## config.mk

```make
export PLATFORM = sky130hd
export DESIGN_NAME = seq_detect_prog
export DESIGN_NICKNAME = d
export VERILOG_FILES = /design/src/rtl/seq_detect_prog.sv
export SDC_FILE = /design/constraint.sdc
export NUM_CORES = 1
export LEC_CHECK = 0
export CAP_MARGIN = 0
export CORE_UTILIZATION = 38
export DETAILED_ROUTE_END_ITERATION = 7
export HOLD_SLACK_MARGIN = 0.02
export PLACE_DENSITY_LB_ADDON = 0.15
export SYNTH_ARGS = -nofsm -noshare
export SYNTH_HDL_FRONTEND = slang
export SYNTH_SLANG_ARGS = --single-unit
```

## constraint.sdc

```tcl
create_clock -name clk -period 2.6 [get_ports clk]
set_clock_uncertainty 0.2 [all_clocks]
set_input_delay 0.52 -clock clk [delete_from_list [all_inputs] [get_ports clk]]
set_output_delay 0.52 -clock clk [all_outputs]
set_load 0.005 [all_outputs]
```

## src/rtl/seq_detect_prog.sv

```systemverilog
// Programmable Moore sequence detector.
// Shifts accepted serial bits into a history register and pulses match_o one
// cycle after the bit that completes the programmed pattern. Pattern, length
// and overlap mode live in shadow registers loaded by cfg_load_i. A saturating
// match counter with a sticky saturation flag sits alongside.
module seq_detect_prog #(
  parameter int                 MAX_LEN     = 8,
  parameter int                 CNT_W       = 8,
  parameter logic [MAX_LEN-1:0] RST_PATTERN = 8'b1101,
  parameter int                 RST_LEN     = 4,
  parameter bit                 RST_OVERLAP = 1'b1
) (
  input  logic                         clk,
  input  logic                         rst_n,
  input  logic                         bit_i,
  input  logic                         bit_valid_i,
  input  logic                         cfg_load_i,
  input  logic [MAX_LEN-1:0]           cfg_pattern_i,
  input  logic [$clog2(MAX_LEN+1)-1:0] cfg_len_i,
  input  logic                         cfg_overlap_i,
  input  logic                         clr_count_i,
  output logic                         match_o,
  output logic [$clog2(MAX_LEN+1)-1:0] fill_o,
  output logic [CNT_W-1:0]             count_o,
  output logic                         sat_o
);

  localparam int LEN_W = $clog2(MAX_LEN + 1);

  // Length 0 behaves as 1, anything above MAX_LEN behaves as MAX_LEN.
  function automatic logic [LEN_W-1:0] clamp_len(input logic [LEN_W-1:0] len);
    logic [LEN_W-1:0] res;
    res = len;
    if (len == '0) begin
      res = LEN_W'(1);
    end else if (len > LEN_W'(MAX_LEN)) begin
      res = LEN_W'(MAX_LEN);
    end
    return res;
  endfunction

  // Shadow configuration
  logic [MAX_LEN-1:0] pat_q, pat_d;
  logic [LEN_W-1:0]   len_q, len_d;
  logic               ovl_q, ovl_d;

  // Only the newest MAX_LEN-1 bits are stored: together with the incoming bit
  // they form the full MAX_LEN-bit window, so the oldest shifted-out bit is
  // never needed.
  logic [MAX_LEN-2:0] hist_q, hist_d;
  logic [MAX_LEN-1:0] window;
  logic [LEN_W-1:0]   fill_q, fill_d;
  logic [LEN_W-1:0]   fill_inc;
  logic               match_q, match_d;

  // Match counter
  logic [CNT_W-1:0]   count_q, count_d;
  logic               sat_q, sat_d;

  logic [MAX_LEN-1:0] mask;
  logic               accept;
  logic               hit;

  // Compare mask covering the active pattern length, LSB = newest bit.
  always_comb begin
    mask = '0;
    for (int i = 0; i < MAX_LEN; i++) begin
      mask[i] = (LEN_W'(i) < len_q);
    end
  end

  // Hit detection on the window as it will look after this cycle's bit.
  always_comb begin
    accept   = bit_valid_i && !cfg_load_i;
    window   = {hist_q, bit_i};
    fill_inc = (fill_q >= len_q) ? len_q : fill_q + LEN_W'(1);
    hit      = accept && (fill_inc == len_q) &&
               (((window ^ pat_q) & mask) == '0);
  end

  // Next-state for shadow configuration.
  always_comb begin
    pat_d = pat_q;
    len_d = len_q;
    ovl_d = ovl_q;
    if (cfg_load_i) begin
      pat_d = cfg_pattern_i;
      len_d = clamp_len(cfg_len_i);
      ovl_d = cfg_overlap_i;
    end
  end

  // Next-state for history, fill level and the match pulse.
  always_comb begin
    hist_d  = hist_q;
    fill_d  = fill_q;
    match_d = 1'b0;
    if (cfg_load_i) begin
      hist_d = '0;
      fill_d = '0;
    end else if (accept) begin
      hist_d  = window[MAX_LEN-2:0];
      fill_d  = fill_inc;
      match_d = hit;
      // Non-overlapping mode: the matched bits may not seed the next match.
      if (hit && !ovl_q) begin
        fill_d = '0;
      end
    end
  end

  // Next-state for the saturating counter; clear wins over a coincident hit.
  always_comb begin
    count_d = count_q;
    sat_d   = sat_q;
    if (clr_count_i) begin
      count_d = '0;
      sat_d   = 1'b0;
    end else if (hit && !(&count_q)) begin
      count_d = count_q + CNT_W'(1);
      if (&count_d) begin
        sat_d = 1'b1;
      end
    end
  end

  // State registers with synchronous active-low reset.
  always_ff @(posedge clk) begin
    if (!rst_n) begin
      pat_q   <= RST_PATTERN;
      len_q   <= clamp_len(LEN_W'(RST_LEN));
      ovl_q   <= RST_OVERLAP;
      hist_q  <= '0;
      fill_q  <= '0;
      match_q <= 1'b0;
      count_q <= '0;
      sat_q   <= 1'b0;
    end else begin
      pat_q   <= pat_d;
      len_q   <= len_d;
      ovl_q   <= ovl_d;
      hist_q  <= hist_d;
      fill_q  <= fill_d;
      match_q <= match_d;
      count_q <= count_d;
      sat_q   <= sat_d;
    end
  end

  assign match_o = match_q;
  assign fill_o  = fill_q;
  assign count_o = count_q;
  assign sat_o   = sat_q;

endmodule

```

==> run_results.csv, run 1 <==
group,metric,value,unit
synth,syn_nets,226,
floorplan,dieArea,0.005119,mm^2
final_layout,drive_gt1_frac,0.1116,
critical_path,critical_path.slowest_cell,"dfxtp_1",
power,netSwitchingFraction,0.2191,
synth,synth_top_family_by_area,"simple AND/OR/NAND/NOR gates",
timing,final-setup-viol-count,0,
synth,ys_ff_latch,34,
routing,dr.pass1.iters,4,
synth,synth.distinct_cells,46,
placement,gp_congestion,0.8082,
synth,yosys_warnings,0,
min_path,hp-class,"reg2reg",
routing,wl_per_cell,13.82,um
placement,dp_worst_setup_slack,10.40,ps
critical_path,slowest_delay,500,ps
clocking,post_cts_resized,0,
floorplan,die_w,71.55,um
power,power.density,545.4,mW/mm^2
synth,synth_edf_count,0,
power,p_comb_frac,0.116,
final_layout,final_cell_mix,"dfxtp_1, clkdlybuf4s50_1, mux2i_1",
clocking,clk_pin_slew,70,ps
critical_path,worstPathRequired,2580,ps
outcome,outcome,"complete, no violations",
critical_path,crit_fanout,10,
critical_path,worstPathCellList,"inv_1 -> ha_1 -> o21ai_0 -> o21bai_2 -> o211a_1 -> nand2b_1 -> a32o_1",
critical_path,cpLargestDelayFamily,"compound AO/OA/AOI/OAI gates",
clocking,cts.path.max_buffers,2,
synth,seq_area_frac_synth,0.3703,
routing,vias,1567,
final_layout,diodes,0,
synth,synth-compound-area-share,0.1722,
critical_path,critPathLaunchType,"flip-flop",
timing,tns,0,ps
clocking,numCtsBuffers,5,
clocking,post_cts_buffers,0,
synth,synth_simple_gate_area_frac,0.2001,
routing,routed_wl,4063,um
final_layout,nets,266,
floorplan,start_util,0.4081,
synth,synth_mux_area_frac,0.09871,
synth,synthAdderAreaFrac,0.04084,
critical_path,endpoint_kind,"flip-flop",
grt,grt_pass1_vias,1472,
power,p_seq_frac,0.417,
clocking,htree_levels,2,
placement,numPortBuffers,32,
floorplan,ioPinCount,33,
grt,antenna_found_initial,0,
routing,ant_nets,0,
clocking,cts_hold_buffers,0,
timing,finalCritPeriodShare,0.9195,
final_layout,area_growth,30.97,%
floorplan,core,0.004504,mm^2
final_layout,final_common_cell,"dfxtp_1",
routing,drcViolationCount,0,
flow_run,cap_violations,0,
routing,first_iter_violations,63,
clocking,insertion_delay,290,ps
power,p_clk_frac,0.466,
grt,grt_usage,0.1751,
routing,vias_per_cell,5.330,
critical_path,crit_type,"reg2reg",
grt,grt_max_degree,17,
synth,ys.flop_type,"dfxtp_1",
synth,synth_cells,201,
power,finalPower,1313,uW
floorplan,chipHeight,71.55,um
power,p_switching,287.7,uW
timing,layout_setup_ws,209.4,ps
critical_path,crit_arrival,2370,ps
timing,min_period,2391,ps
power,power.leakage,0.0009318,uW
synth,synth_area,0.001838,mm^2
synth,synthXorXnorAreaFrac,0.08101,
critical_path,cp_num_buf_inv,1,
clocking,clockRootBuffer,"clkbuf_8",
placement,dp_hpwl,2963,um
grt,overflow,0,
timing,rsz0062_at_grt,"no",
timing,tightest_slew,371.7,ps
synth,synthArstFlopShare,0,
power,ir_worst_vdd,0.3105,mV
power,p_int,1025,uW
floorplan,fp-row-count,24,
grt,grt_pass1_wl,6865,um
synth,synth.avg_cell_area,9.144,um^2
clocking,cts.sinks,34,
timing,hold_viol,0,
timing,drv_slew,0,
timing,slew-limit-headroom,0.7522,
timing,timing.fmax,418.3,MHz
clocking,cts_tree,"built",
-- metrics by stage --
| step | hold slack (ps) | utilization | instances | instance area, um^2 |
|---|---|---|---|---|
| finish | 279.6 | 0.5344 | 294 | 2407 |
| detailed placement | 252.1 | 0.5028 | 286 | 2265 |
| floorplan | 232.2 | - | 201 | 1838 |
| global route | 322.6 | 0.5344 | 294 | 2407 |
| CTS | 281.2 | 0.5344 | 294 | 2407 |
| global placement | 260.7 | 0.5028 | 286 | 2265 |
-- final timing paths --
| check | from | to | slack [ps] | cells past startpoint |
|---|---|---|---|---|
| hold reg to reg | ovl_q | ovl_q | 280 | 2 |
| setup reg to reg | len_q[2] | fill_o[1] | 210 | 7 |
| setup / recovery | len_q[2] | fill_o[1] | 210 | 7 |
| hold / removal | ovl_q | ovl_q | 280 | 2 |
-- tightest hold or removal path, cell delays in order, from the launching register on --
cell	delay, ps
dfxtp_1	330
mux2i_1	70
nand2_1	60
-- cells in the mapped netlist, types with 2 or more instances --
cell type / n / share of area
a211oi_1: 3 / 0.012
a21oi_1: 9 / 0.025
a31oi_1: 3 / 0.010
a32o_1: 2 / 0.011
a41o_1: 2 / 0.011
and2_1: 2 / 0.0068
and3_1: 4 / 0.014
buf_1: 2 / 0.0041
buf_2: 3 / 0.0082
clkbuf_1: 5 / 0.010
dfxtp_1: 34 / 0.37
ha_1: 6 / 0.041
inv_1: 5 / 0.010
mux2i_1: 17 / 0.093
nand2_1: 13 / 0.027
nand2b_1: 5 / 0.017
nand3_1: 6 / 0.016
nor2_1: 14 / 0.029
nor2b_1: 8 / 0.027
nor3_1: 4 / 0.011
nor3b_1: 2 / 0.0082
o21ai_0: 10 / 0.027
o31ai_1: 2 / 0.0082
or4_1: 3 / 0.012
xnor2_1: 15 / 0.071
xor2_1: 2 / 0.0095
-- sequential cells by signal, indices dropped and copies added, names as in the netlist --
name,cells
hist_q,7
ovl_q,1
pat_q,8
len_q,4
count_o,8
fill_o,4
sat_o,1
match_o,1
-- final cells by class --
type	count	area, um^2
Clock inverter	2	60.06
Inverter	5	18.77
Fill cell	420	2097
Timing Repair Buffer	44	410.4
Clock buffer	6	82.58
Sequential cell	34	680.7
Tap cell	52	65.06
Multi-Input combinational cell	151	1090
-- kinds of logic after synthesis --
family	after synthesis
AOI/OAI and AO/OA	43
and+or+nand+nor	67
buffers and inverters	16
xor gates and xnor gates	17
muxes	18
adders and majority gates	6
DFF	34
-- routing by layer --
layer	part of all wire	GRT usage	vias up
li1	-	-	799
met4	0.015	0.06536	0
met3	0.042	0.04782	6
met2	0.42	0.2688	34
met5	0	0	-
met1	0.53	0.2364	728
-- power by group through the flow --
| stage | combinational (uW) | sequential [uW] | clock (uW) |
|---|---|---|---|
| floorplan | 94.9 | 555 | 0 |
| global placement | 152 | 560 | 0 |
| finish | 153 | 548 | 612 |
| detailed placement | 152 | 561 | 0 |
| CTS | 153 | 548 | 620 |
| global route | 169 | 550 | 639 |
No activity file was read; power rests on OpenSTA's default activity.
==> run 2: changes to the inputs <==
--- a/config.mk
+++ b/config.mk
@@ -6,7 +6,8 @@
 export NUM_CORES = 1
 export LEC_CHECK = 0
 export CAP_MARGIN = 0
-export CORE_UTILIZATION = 38
+export CORE_ASPECT_RATIO = 1.75
+export CORE_UTILIZATION = 30
 export DETAILED_ROUTE_END_ITERATION = 7
 export HOLD_SLACK_MARGIN = 0.02
 export PLACE_DENSITY_LB_ADDON = 0.15
==> run_results.csv, run 2 (synthesis results as in run 1) <==
group,metric,value,unit
final_layout,nets,267,
floorplan,dieArea,0.006456,mm^2
timing,tightest_slew,392.9,ps
timing,rsz0062_at_grt,"no",
clocking,numCtsBuffers,5,
floorplan,start_util,0.3126,
critical_path,rr_worst_depth,8,
floorplan,chipHeight,105.5,um
grt,grt_usage,0.1604,
routing,drcViolationCount,0,
clocking,cts_tree,"built",
routing,wl_per_cell,14.34,um
clocking,post_cts_resized,0,
clocking,insertion_delay,280,ps
grt,grt_pass1_vias,1608,
critical_path,crit_arrival,2340,ps
final_layout,area_growth,32.13,%
clocking,clk_pin_slew,70,ps
grt,antenna_found_initial,0,
final_layout,multi_input_area,0.001100,mm^2
floorplan,die_w,61.17,um
placement,gp_congestion,0.7748,
final_layout,nFillCells,608,
routing,vias,1568,
clocking,htree_levels,2,
final_layout,stdcell_count,321,
routing,routed_wl,4603,um
floorplan,ioPinCount,33,
min_path,hp-class,"reg2reg",
placement,dp_worst_setup_slack,6.236,ps
routing,ant_nets,0,
critical_path,critPathLaunchType,"flip-flop",
timing,tns,0,ps
placement,dp_hpwl,3546,um
critical_path,crit_fanout,10,
critical_path,worstPathRequired,2590,ps
clocking,cts.path.max_buffers,2,
grt,grt_max_degree,17,
flow_run,cap_violations,0,
clocking,cts.sinks,34,
grt,grt_pass1_wl,7596,um
timing,hold_viol,0,
critical_path,crit_type,"reg2reg",
final_layout,diodes,0,
floorplan,fp-row-count,37,
routing,vias_per_cell,4.885,
power,ir_worst_vdd,0.2984,mV
final_layout,final_common_cell,"dfxtp_1",
timing,finalCritPeriodShare,0.9030,
final_layout,final_cell_mix,"dfxtp_1, clkdlybuf4s50_1, mux2i_1",
timing,timing.fmax,426.0,MHz
power,power.leakage,0.0009193,uW
final_layout,drive_gt1_frac,0.1235,
timing,slew-limit-headroom,0.7381,
floorplan,core,0.005879,mm^2
timing,layout_setup_ws,252.3,ps
clocking,cts_hold_buffers,0,
timing,drv_slew,0,
power,power.density,492.0,mW/mm^2
placement,dp.cells,313,
outcome,outcome,"complete, no violations",
timing,final-setup-viol-count,0,
clocking,clockRootBuffer,"clkbuf_8",
min_path,worstHoldPathCells,2,
routing,dr.pass1.iters,4,
grt,overflow,0,
final_layout,regArea,680.7,um^2
routing,first_iter_violations,22,
timing,finalHoldWorstSlack,265.9,ps
placement,numPortBuffers,32,
critical_path,endpoint_kind,"flip-flop",
clocking,post_cts_buffers,0,
timing,min_period,2348,ps
==> run 2: cell count changes in the layout (fill, tap and decap cells not counted) <==
cell        before  now
clkinvlp_4       0    2
a211oi_2         0    1
bufinv_16        2    1
nor3b_2          0    1
buf_4           12   13
clkbuf_8         6    5
nor3b_1          2    1
a211oi_1         3    2
==> run 2: cell type report <==
type	instances	area share
tap	78	0.04019
sequential	34	0.2803
multi-input combinational	151	0.4529
clock inverter	3	0.01855
clock buffer	5	0.02834
inverter	5	0.007728
timing repair buffer	45	0.1721
==> run 2: worst max-delay path: stages (launching register included) <==
cell and delay, ps:
dfxtp_1 370, inv_1 60, ha_1 270, nand2b_1 150
a211oi_2 270, o21bai_2 160, o211a_1 370, nand2b_1 170
nor3b_1 240
==> run 2: through the flow <==
stage                 util  cell area, um^2  total power [uW]
finish              0.4131             2429              1195
global route        0.4131             2429              1255
CTS                 0.4114             2419              1220
detailed placement  0.3920             2305             719.8
global placement    0.3920             2305             719.1
floorplan                -             1838             649.7
==> run 2: final timing paths <==
path | startpoint | slack [ps] | to
setup / recovery | fill_o[0] | 250 | fill_o[2]
hold reg to reg | sat_o | 270 | sat_o
hold / removal | sat_o | 270 | sat_o
setup reg to reg | fill_o[0] | 250 | fill_o[2]
==> run 2: power breakdown <==
| part | total (uW) | internal [uW] | switching (uW) |
|---|---|---|---|
| combinational | 160 | 83.8 | 76.5 |
| clock | 489 | 285 | 204 |
| sequential | 546 | 534 | 11.8 |
| total | 1190 | 903 | 292 |
==> run 2: routing by layer <==
layer	vias to the layer above	track usage	wire length (um)
li1	803	-	-
met1	723	0.1771	1829
met2	35	0.2849	2518
met3	7	0.02209	144
met4	0	0.07468	111
met5	-	0	0
==> run 3: changes to the inputs <==
--- a/config.mk
+++ b/config.mk
@@ -11,6 +11,7 @@
 export DETAILED_ROUTE_END_ITERATION = 7
 export HOLD_SLACK_MARGIN = 0.02
 export PLACE_DENSITY_LB_ADDON = 0.15
+export SKIP_CTS_REPAIR_TIMING = 1
 export SYNTH_ARGS = -nofsm -noshare
 export SYNTH_HDL_FRONTEND = slang
 export SYNTH_SLANG_ARGS = --single-unit
==> results of run 3 <==
Final layout, timing and power as in run 2 (identical DEF).
